==> src/rtl/i_cache_pkg.sv <==
// Shared types for the N-way instruction cache: FSM state encoding, field-width
// helpers and the line record shape used by the default geometry.
package i_cache_pkg;

  typedef enum logic [2:0] {
    S_IDLE,
    S_LOOKUP,
    S_MEM_REQ,
    S_REFILL,
    S_WR_WAIT,
    S_RESP
  } state_t;

  localparam int DEF_ADD_WIDTH  = 12;
  localparam int DEF_DATA_WIDTH = 32;
  localparam int DEF_WAYS       = 2;
  localparam int DEF_SETS       = 16;
  localparam int DEF_WPL        = 4;

  function automatic int off_width(input int wpl);
    return $clog2(wpl);
  endfunction

  function automatic int idx_width(input int sets);
    return $clog2(sets);
  endfunction

  // Address is split {tag, index, offset}; the tag takes whatever is left over.
  function automatic int tag_width(input int add_w, input int sets, input int wpl);
    return add_w - $clog2(sets) - $clog2(wpl);
  endfunction

  localparam int DEF_OFF_W = off_width(DEF_WPL);
  localparam int DEF_IDX_W = idx_width(DEF_SETS);
  localparam int DEF_TAG_W = tag_width(DEF_ADD_WIDTH, DEF_SETS, DEF_WPL);

  typedef struct packed {
    logic                              valid;
    logic [DEF_TAG_W-1:0]              tag;
    logic [DEF_WPL*DEF_DATA_WIDTH-1:0] data;
  } line_t;

endpackage

==> src/rtl/i_cache_lru.sv <==
// True-LRU age update and victim selection for one set (purely combinational).
module i_cache_lru
  import i_cache_pkg::*;
#(
  parameter int WAYS  = 2,
  parameter int AGE_W = $clog2(WAYS)
) (
  input  logic [WAYS*AGE_W-1:0] i_age,
  input  logic [WAYS-1:0]       i_valid,
  input  logic [AGE_W-1:0]      i_touch_way,
  output logic [WAYS*AGE_W-1:0] o_age,
  output logic [AGE_W-1:0]      o_victim
);

  logic [AGE_W-1:0] w_old_age;

  always_comb begin
    w_old_age = i_age[i_touch_way*AGE_W +: AGE_W];
    o_age     = i_age;
    for (int w = 0; w < WAYS; w++) begin
      if (AGE_W'(w) == i_touch_way) begin
        o_age[w*AGE_W +: AGE_W] = '0;
      end else if (i_age[w*AGE_W +: AGE_W] < w_old_age) begin
        o_age[w*AGE_W +: AGE_W] = i_age[w*AGE_W +: AGE_W] + AGE_W'(1);
      end
    end
  end

  // Descending scans so the lowest-index invalid way wins over the oldest way.
  always_comb begin
    o_victim = '0;
    for (int w = WAYS - 1; w >= 0; w--) begin
      if (i_age[w*AGE_W +: AGE_W] == AGE_W'(WAYS - 1)) o_victim = AGE_W'(w);
    end
    for (int w = WAYS - 1; w >= 0; w--) begin
      if (!i_valid[w]) o_victim = AGE_W'(w);
    end
  end

endmodule

==> src/rtl/i_cache_nway.sv <==
// N-way set-associative instruction cache: read-allocate burst refill, write-through
// no-allocate writes. Define I_CACHE_PERF_CNT_EN to add hit/miss performance counters.
module i_cache_nway
  import i_cache_pkg::*;
#(
  parameter int ADD_WIDTH      = DEF_ADD_WIDTH,
  parameter int DATA_WIDTH     = DEF_DATA_WIDTH,
  parameter int WAYS           = DEF_WAYS,
  parameter int SETS           = DEF_SETS,
  parameter int WORDS_PER_LINE = DEF_WPL
) (
  input  logic                  clk,
  input  logic                  rst_n,
  // Both sides: a transfer happens on a rising edge where valid and ready are both high;
  // the initiator holds valid and its payload stable until that edge.
  input  logic                  i_cpu_req_valid,
  output logic                  o_cpu_req_ready,
  input  logic [ADD_WIDTH-1:0]  i_cpu_addr,
  input  logic                  i_cpu_wren,
  input  logic [DATA_WIDTH-1:0] i_cpu_din,
  output logic                  o_cpu_resp_valid,
  output logic [DATA_WIDTH-1:0] o_cpu_rdata,
  output logic                  o_cpu_hit,
  output logic                  o_mem_req_valid,
  input  logic                  i_mem_req_ready,
  output logic                  o_mem_req_we,
  output logic [ADD_WIDTH-1:0]  o_mem_req_addr,
  output logic [DATA_WIDTH-1:0] o_mem_req_wdata,
  input  logic                  i_mem_resp_valid,
  input  logic [DATA_WIDTH-1:0] i_mem_resp_data,
  output state_t                o_dbg_state
`ifdef I_CACHE_PERF_CNT_EN
  ,
  output logic [31:0]           o_perf_hit_cnt,
  output logic [31:0]           o_perf_miss_cnt
`endif
);

  localparam int OFF_W = off_width(WORDS_PER_LINE);
  localparam int IDX_W = idx_width(SETS);
  localparam int TAG_W = tag_width(ADD_WIDTH, SETS, WORDS_PER_LINE);
  localparam int AGE_W = $clog2(WAYS);

  state_t                r_state;
  logic                  r_cpu_req_ready;
  logic                  r_resp_valid;
  logic [DATA_WIDTH-1:0] r_rdata;
  logic                  r_hit;
  logic                  r_mem_req_valid;
  logic                  r_mem_req_we;
  logic [ADD_WIDTH-1:0]  r_mem_req_addr;
  logic [DATA_WIDTH-1:0] r_mem_req_wdata;
  logic [ADD_WIDTH-1:0]  r_addr;
  logic                  r_wren;
  logic [DATA_WIDTH-1:0] r_din;
  logic [AGE_W-1:0]      r_victim;
  logic [OFF_W-1:0]      r_beat;
  logic [DATA_WIDTH-1:0] r_fill_word;

  logic [DATA_WIDTH-1:0] r_data  [SETS][WAYS][WORDS_PER_LINE];
  logic [TAG_W-1:0]      r_tag   [SETS][WAYS];
  logic [WAYS-1:0]       r_valid [SETS];
  logic [WAYS*AGE_W-1:0] r_age   [SETS];

  logic [TAG_W-1:0]      w_tag;
  logic [IDX_W-1:0]      w_idx;
  logic [OFF_W-1:0]      w_off;
  logic                  w_hit;
  logic [AGE_W-1:0]      w_hit_way;
  logic [AGE_W-1:0]      w_touch_way;
  logic [AGE_W-1:0]      w_victim;
  logic [WAYS*AGE_W-1:0] w_age_next;
  logic                  w_fill_we;
  logic                  w_wr_hit;
  logic                  w_last_beat;

  assign w_tag = r_addr[ADD_WIDTH-1 -: TAG_W];
  assign w_idx = r_addr[OFF_W +: IDX_W];
  assign w_off = r_addr[OFF_W-1:0];

  always_comb begin
    w_hit     = 1'b0;
    w_hit_way = '0;
    for (int w = WAYS - 1; w >= 0; w--) begin
      if (r_valid[w_idx][w] && (r_tag[w_idx][w] == w_tag)) begin
        w_hit     = 1'b1;
        w_hit_way = AGE_W'(w);
      end
    end
  end

  // Lookup touches the hit way; a completed refill touches the victim way.
  assign w_touch_way = (r_state == S_LOOKUP) ? w_hit_way : r_victim;
  assign w_fill_we   = (r_state == S_REFILL) && i_mem_resp_valid;
  assign w_wr_hit    = (r_state == S_LOOKUP) && r_wren && w_hit;
  assign w_last_beat = (r_beat == OFF_W'(WORDS_PER_LINE - 1));

  i_cache_lru #(.WAYS(WAYS), .AGE_W(AGE_W)) u_lru (
    .i_age       (r_age[w_idx]),
    .i_valid     (r_valid[w_idx]),
    .i_touch_way (w_touch_way),
    .o_age       (w_age_next),
    .o_victim    (w_victim)
  );

  always_ff @(posedge clk) begin
    if (w_fill_we) begin
      r_data[w_idx][r_victim][r_beat] <= i_mem_resp_data;
      r_tag[w_idx][r_victim]          <= w_tag;
    end
    if (w_wr_hit) r_data[w_idx][w_hit_way][w_off] <= r_din;
  end

  always_ff @(posedge clk or negedge rst_n) begin
    if (!rst_n) begin
      r_state         <= S_IDLE;
      r_cpu_req_ready <= 1'b1;
      r_resp_valid    <= 1'b0;
      r_rdata         <= '0;
      r_hit           <= 1'b0;
      r_mem_req_valid <= 1'b0;
      r_mem_req_we    <= 1'b0;
      r_mem_req_addr  <= '0;
      r_mem_req_wdata <= '0;
      r_addr          <= '0;
      r_wren          <= 1'b0;
      r_din           <= '0;
      r_victim        <= '0;
      r_beat          <= '0;
      r_fill_word     <= '0;
      for (int s = 0; s < SETS; s++) begin
        r_valid[s] <= '0;
        for (int w = 0; w < WAYS; w++) r_age[s][w*AGE_W +: AGE_W] <= AGE_W'(w);
      end
    end else begin
      r_resp_valid <= 1'b0;
      case (r_state)
        S_IDLE: begin
          if (i_cpu_req_valid && r_cpu_req_ready) begin
            r_addr          <= i_cpu_addr;
            r_wren          <= i_cpu_wren;
            r_din           <= i_cpu_din;
            r_cpu_req_ready <= 1'b0;
            r_state         <= S_LOOKUP;
          end
        end
        S_LOOKUP: begin
          r_hit <= w_hit;
          if (w_hit) r_age[w_idx] <= w_age_next;
          if (!r_wren && w_hit) begin
            r_rdata <= r_data[w_idx][w_hit_way][w_off];
            r_state <= S_RESP;
          end else begin
            // Invalidate the victim up front so an interrupted refill can never hit.
            if (!r_wren) begin
              r_victim                  <= w_victim;
              r_valid[w_idx][w_victim]  <= 1'b0;
              r_beat                    <= '0;
            end
            r_state <= S_MEM_REQ;
          end
        end
        S_MEM_REQ: begin
          if (!r_mem_req_valid) begin
            r_mem_req_valid <= 1'b1;
            r_mem_req_we    <= r_wren;
            r_mem_req_addr  <= r_wren ? r_addr : {w_tag, w_idx, {OFF_W{1'b0}}};
            r_mem_req_wdata <= r_din;
          end else if (i_mem_req_ready) begin
            r_mem_req_valid <= 1'b0;
            r_state         <= r_mem_req_we ? S_WR_WAIT : S_REFILL;
          end
        end
        S_REFILL: begin
          if (i_mem_resp_valid) begin
            if (r_beat == w_off) r_fill_word <= i_mem_resp_data;
            r_beat <= r_beat + OFF_W'(1);
            if (w_last_beat) begin
              r_valid[w_idx][r_victim] <= 1'b1;
              r_age[w_idx]             <= w_age_next;
              r_rdata                  <= (r_beat == w_off) ? i_mem_resp_data : r_fill_word;
              r_state                  <= S_RESP;
            end
          end
        end
        S_WR_WAIT: begin
          if (i_mem_resp_valid) r_state <= S_RESP;
        end
        S_RESP: begin
          r_resp_valid    <= 1'b1;
          r_cpu_req_ready <= 1'b1;
          r_state         <= S_IDLE;
        end
        default: r_state <= S_IDLE;
      endcase
    end
  end

`ifdef I_CACHE_PERF_CNT_EN
  logic [31:0] r_perf_hit;
  logic [31:0] r_perf_miss;

  always_ff @(posedge clk or negedge rst_n) begin
    if (!rst_n) begin
      r_perf_hit  <= '0;
      r_perf_miss <= '0;
    end else if (r_state == S_RESP) begin
      if (r_hit && (r_perf_hit != '1))    r_perf_hit  <= r_perf_hit + 32'd1;
      if (!r_hit && (r_perf_miss != '1))  r_perf_miss <= r_perf_miss + 32'd1;
    end
  end

  assign o_perf_hit_cnt  = r_perf_hit;
  assign o_perf_miss_cnt = r_perf_miss;
`endif

  assign o_cpu_req_ready  = r_cpu_req_ready;
  assign o_cpu_resp_valid = r_resp_valid;
  assign o_cpu_rdata      = r_rdata;
  assign o_cpu_hit        = r_hit;
  assign o_mem_req_valid  = r_mem_req_valid;
  assign o_mem_req_we     = r_mem_req_we;
  assign o_mem_req_addr   = r_mem_req_addr;
  assign o_mem_req_wdata  = r_mem_req_wdata;
  assign o_dbg_state      = r_state;

endmodule
==> config.mk <==
export PLATFORM = sky130hd
export DESIGN_NAME = i_cache_nway
export DESIGN_NICKNAME = d
export VERILOG_FILES = /design/src/rtl/i_cache_pkg.sv /design/src/rtl/i_cache_lru.sv /design/src/rtl/i_cache_nway.sv
export SDC_FILE = /design/constraint.sdc
export NUM_CORES = 2
export LEC_CHECK = 0
export CORE_ASPECT_RATIO = 1.1
export CORE_UTILIZATION = 35
export DETAILED_ROUTE_END_ITERATION = 8
export SLEW_MARGIN = 20
export SYNTH_ARGS = -nofsm -noshare
export SYNTH_HDL_FRONTEND = slang
export SYNTH_MEMORY_MAX_BITS = 65536
export SYNTH_SLANG_ARGS = --single-unit
==> constraint.sdc <==
create_clock -name clk -period 6.58 [get_ports clk]
set_input_delay 1.316 -clock clk [delete_from_list [all_inputs] [get_ports clk]]
set_output_delay 1.316 -clock clk [all_outputs]
set_load 0.05 [all_outputs]
== Word-level counts from Yosys, hierarchy flattened ==
Memory sizes are Yosys's and may differ from the RTL's.
Index checks and enable logic that the tools add are counted.

* Logic and storage cells: 722
* Bits of input ports: 82
* Bits in read-only memories: 0
* RAM bits: 4,288
* Latch bits: 0
* Output and inout bits: 84
* Memories: 2
* Bits in registers: 228

* $lt $le $gt $ge: 16
* Add/subtract/negate cells: 3
* Reductions and logical operators: 28
* Bitwise operators: 267
* Shifts and indexed selects: 1
* Equality and inequality tests: 19
* Multiply operators: 0
* Divide/modulo/power cells: 0
* Muxes and demuxes: 339

{| class="wikitable"
|+ Memories
! memory !! words !! width !! rd ports !! clocked after memory_dff !! write ports !! line !! text
|-
| r_data || 16 || 256 || 1 || 0 || 1 || i_cache_nway.sv:60 || <nowiki>logic [DATA_WIDTH-1:0] r_data [SETS][WAYS][WORDS_PER_LINE];</nowiki>
|-
| r_tag || 16 || 12 || 1 || 0 || 1 || i_cache_nway.sv:61 || <nowiki>logic [TAG_W-1:0] r_tag [SETS][WAYS];</nowiki>
|}

{| class="wikitable"
|+ Operator list
! operator !! number
|-
| $mux 128 || 5
|-
| $mux 256 || 2
|-
| $mux 32 || 15
|-
| $mux 1 || 276
|-
| $demux 128 s1 || 2
|-
| $or 1x1->1 || 256
|-
| $pmux 32 s2 || 3
|-
| $demux 32 s2 || 2
|-
| $bmux 32 s2 || 1
|-
| $and 32x32->32 || 1
|-
| $bwmux 32 || 1
|-
| $not 32->32 || 1
|-
| $or 32x32->32 || 1
|-
| $demux 2 s4 || 3
|-
| $mux 3 || 8
|-
| $mux 2 || 11
|-
| $ne 2x2->1 const B || 9
|-
| $bmux 2 s4 || 2
|-
| $pmux 3 s5 || 1
|-
| $logic_and 1x1->1 || 14
|-
| $eq 6x6->1 || 2
|-
| $mux 12 || 1
|-
| $reduce_and 4->1 || 3
|-
| $reduce_and 2->1 || 4
|-
| other kinds (33) || 49
|}

== Depth between registers and ports, before layout ==
* Depth after elaboration: 19
* Mapped depth: 16

== Hierarchy ==
Synthesis repeated with hierarchy kept, for this count alone.

* Cell total of the unflattened synthesis: 7,583
* Area total of the unflattened synthesis: 176,513.0 µm²

{| class="wikitable"
|+ By module, submodules not included
! module !! cells an instance !! area each (µm²) !! times used
|-
| i_cache_nway || 7,578 || 176,485.5 || 1
|-
| i_cache_lru || 5 || 27.5 || 1
|}

== Least setup slack after synthesis ==
No wires, ideal clock.

* Path kind: flip-flop to flip-flop
* Start: register r_addr[3]
* End: memory r_data[0][128] (netlist name) (enable)
* Cell stages (with the launch flop): 13
* Path slack: 1.945 ns
* Clock period less this slack: 4.635 ns
* Path buffers: 3
* Data arrival time: 4.214 ns
* Cell sequence: dfrtp_1 buf_6 mux4_2 mux2i_1 xor2_1 nand2_1 or4_4 a21o_1 buf_2 nor2_1 nor2_1 clkbuf_1 nor2_1

* Word-level cells in the longest chain between the ends: 14
* Elaborated cells between the ends (all ways): 22

{| class="wikitable"
|+ RTL lines
! item !! line !! text
|-
| start: declaration || i_cache_nway.sv:53 || <nowiki>logic [ADD_WIDTH-1:0] r_addr;</nowiki>
|-
| start signal: assignment || i_cache_nway.sv:140 || <nowiki>r_addr <= i_cpu_addr;</nowiki>
|-
| parallel branches: the longest is 14 deep, another holds $mem_v2 16x12 || n/a ||
|-
| end: declaration || i_cache_nway.sv:60 ||
|}

Parallel ways; which one is timed is not known. The select of a mux whose other input is x is not followed.

== Worst setup path after layout ==
* Start: register r_addr[3]
* End: memory r_data[15][238] (netlist name) (enable)

The elaborated chain is that of the path after synthesis.

==> metrics.txt <==
Worst slew margin 16.3%; worst-skew pair later-pin latency 0.98 ns; multiplexer area fraction after synthesis 20.9%; Post-Syn Area 177000 um2; total power 85.0 mW; Final Setup Violations 0; fmax 173 MHz; Peak supply drop 0.631 mV; Wirelength per Cell 35.0 um; postcts setup bufs 0; GRT Total Usage 20.4%; worst slack at placement 0.753 ns; Core Util, Final 40.4%; register area share after synthesis 76.0%; setup TNS 0 ns; DRC 0; post-DP HPWL 308 mm; xor/xnor cell area share of the yosys netlist 0.109%; drt first pass iters 6; Initial DRC Count 12820; clk buf depth 4; Clock Skews 0.0806 ns; clock sinks 4516; power share of the combinational group 30.7%; wire length on met3 59.4 mm; die area 508000 um2; max capacitance violation total 0; EDFF count, synth 4288; Core Area 503000 um2; synth-to-layout area growth 14.7%; via count 86608; drt via density 5.72; CP required 7.21 ns; WP data arrival 6.42 ns; Synth Area in Adders 0.0283%; clock buffer count from CTS 421; vias in the first global route 85921; cell count after synthesis 7485; worst slew pin tran 1.26 ns; met2 WL post-DR 258 mm; Tcrit/Tclk final 88.0%; largest family of logic cells by synthesized area multiplexers; Worst Path Max Fanout 70; Synth Area in Simple Gates 0.844%; DIE WIDTH 680 um; cts hold-fix bufs 0; share of cells above drive strength 1 35.8%; final worst slack 0.791 ns; Cell variety after synth 54; async set or reset register ratio after synthesis 5.05%; Final GP Congestion 0.807; Worst Hold Class in2async; static leakage 62.0 nW; clk slew on worst S/H paths 0.06 ns; largest net degree at the start of global routing 138; # rows 273; crit path capture type flop; Critical Path Source Type flop; CTS H-tree depth 5; sequential power share 40.3%; Synth Warn # 0; top routing layer used met5; Pint 56.9 mW; Synth Flop Type edfxtp_1; clock network power share 29.0%; Switching Fraction 33.1%; Avg Inst Size Synth 23.6 um2; I/O Pins 166; post-layout net count 7964; post-route ant nets 0; total wire length 529 mm; first-pass GRT wire length 718 mm; switching pwr 28.1 mW; Pwr per Cell Area 419 nW/um2; RSZ-0062 raised after global routing false; Final Critical Period 5.79 ns; Starting Density 35.2%; complex-gate fraction of the synthesized area 0.700%; # port buffers 165; Mapped Nets 7571; # resized after CTS 0; grt ovf 0; CTS tree done; outcome finished, final reports clean; clk root buf clkbuf_16; Die Y 748 um; final hold violation count 0; WL met1 195 mm; initial antenna violation count 86; max-slew violation count 0; Worst Path Class, Setup reg2reg; Synth Register Bits 4516
-- final timing paths --
check | end | from | cells after the start | slack, ns
setup / recovery | r_data[15][238] | r_addr[3] | 10 | 0.79
hold / removal | o_mem_req_wdata[8] | rst_n | 1 | 0.41
setup reg to reg | r_data[15][238] | r_addr[3] | 10 | 0.79
hold reg to reg | o_cpu_req_ready | o_cpu_req_ready | 2 | 0.49
max in group asynchronous | r_fill_word[7] | rst_n | 2 | 4.59
min in group clk | o_cpu_req_ready | o_cpu_req_ready | 2 | 0.49
-- cells in the mapped netlist, drive strengths merged, types with 2 or more instances --
| library cell | count | area (um2) |
|---|---|---|
| dfstp | 17 | 447 |
| o22ai | 8 | 50.1 |
| nand2b | 6 | 37.5 |
| nand4 | 3 | 18.8 |
| and2 | 5 | 31.3 |
| o21a | 2 | 15.0 |
| inv | 9 | 33.8 |
| mux2i | 41 | 410 |
| a221oi | 9 | 78.8 |
| nand3 | 15 | 75.1 |
| nand2 | 101 | 382 |
| a221o | 31 | 310 |
| o21bai | 2 | 15.0 |
| ha | 4 | 50.1 |
| nor3b | 2 | 20.0 |
| mux4 | 1393 | 31400 |
| buf | 350 | 1970 |
| nor4 | 3 | 25.0 |
| nor2 | 197 | 739 |
| nor2b | 8 | 50.1 |
| xnor2 | 14 | 123 |
| dfrtp | 211 | 5280 |
| a21oi | 123 | 634 |
| a31oi | 2 | 12.5 |
| mux2 | 457 | 5150 |
| o21ai | 10 | 53.8 |
| nor3 | 10 | 65.1 |
| clkbuf | 143 | 537 |
| xor2 | 8 | 70.1 |
| edfxtp | 4288 | 129000 |
-- sequential cells by signal, indices dropped and copies added, names as in the netlist, 32 cells and up --
signal           flops
r_fill_word         32
o_cpu_rdata         32
r_tag              192
r_age               32
r_data            4096
r_din               32
o_mem_req_wdata     32
r_valid             32
-- routing by layer --
layer	global-route usage (%)	vias to the layer above
met5	0	-
met4	6.95	10
met3	4.60	805
met2	33.2	5514
met1	27.2	47335
li1	-	32944
-- kinds of logic (layout without fill, tap and decap cells) --
family                   after synthesis  count (layout)
multiplexers                        1891            1891
AND/OR/NAND/NOR                      356             356
adder cells (fa/ha/maj)                4               4
XOR/XNOR                              22              22
AO/OA/AOI/OAI                        194             194
buffers and inverters                502            1231
flip-flops                          4516            4516
other                                  0             187
-- power by group through the flow --
stage / Clock (mW) / Combinational (mW) / Sequential [mW]
6_report: 24.6 / 26.1 / 34.3
5_1_grt: 25.9 / 26.8 / 34.3
3_5_place_dp: 0 / 26.1 / 34.8
3_3_place_gp: 0 / 26.0 / 34.8
2_1_floorplan: 0 / 15.3 / 34.1
4_1_cts: 24.9 / 26.2 / 34.2
-- through the flow --
step                      hold WS, ns  cell area [um2]  std cells
after global placement          0.475           188000      14171
final                           0.414           203000      15138
after detailed placement        0.481           189000      14190
after floorplan                 0.475           177000       7485
after CTS                       0.428           203000      14949
after global routing            0.471           203000      14987
-- layout make-up --
class | count | area, um2
repair buffers | 463 | 4730
well taps | 6737 | 8430
clock inverters | 241 | 2510
inverters | 9 | 33.8
clock buffers | 518 | 11200
multi-input cells | 2467 | 41100
fillers | 43569 | 300000
diodes | 187 | 468
flip-flops and latches | 4516 | 135000
-- cells in the final DEF, fill, tap and decap left out, drive strengths merged, types with 3 or more instances in the layout --
cell | Yosys | layout
clkinv | 0 | 158
clkbuf | 143 | 519
o22ai | 8 | 8
edfxtp | 4288 | 4288
bufinv | 0 | 47
ha | 4 | 4
nand3 | 15 | 15
nor2 | 197 | 197
a221o | 31 | 31
buf | 350 | 320
xnor2 | 14 | 14
dfrtp | 211 | 211
and2 | 5 | 5
clkdlybuf4s50 | 0 | 142
mux2i | 41 | 41
mux2 | 457 | 457
inv | 9 | 26
nand2b | 6 | 6
clkinvlp | 0 | 19
mux4 | 1393 | 1393
xor2 | 8 | 8
nand2 | 101 | 101
nor4 | 3 | 3
a21oi | 123 | 123
dfstp | 17 | 17
nor3 | 10 | 10
a221oi | 9 | 9
nand4 | 3 | 3
o21ai | 10 | 10
nor2b | 8 | 8
diode | 0 | 187
-- critical path: stages (launching register included) --
cell and delay [ns]:
dfrtp_4 0.85, buf_4 0.92, mux4_2 0.62, mux2i_1 0.17
xnor2_1 0.16, nand3_1 0.20, a21oi_2 0.76, and2_2 0.38
a21oi_4 0.19, nor2_4 0.83, buf_4 0.31
Note: power is estimated with default switching activity, not from simulation.
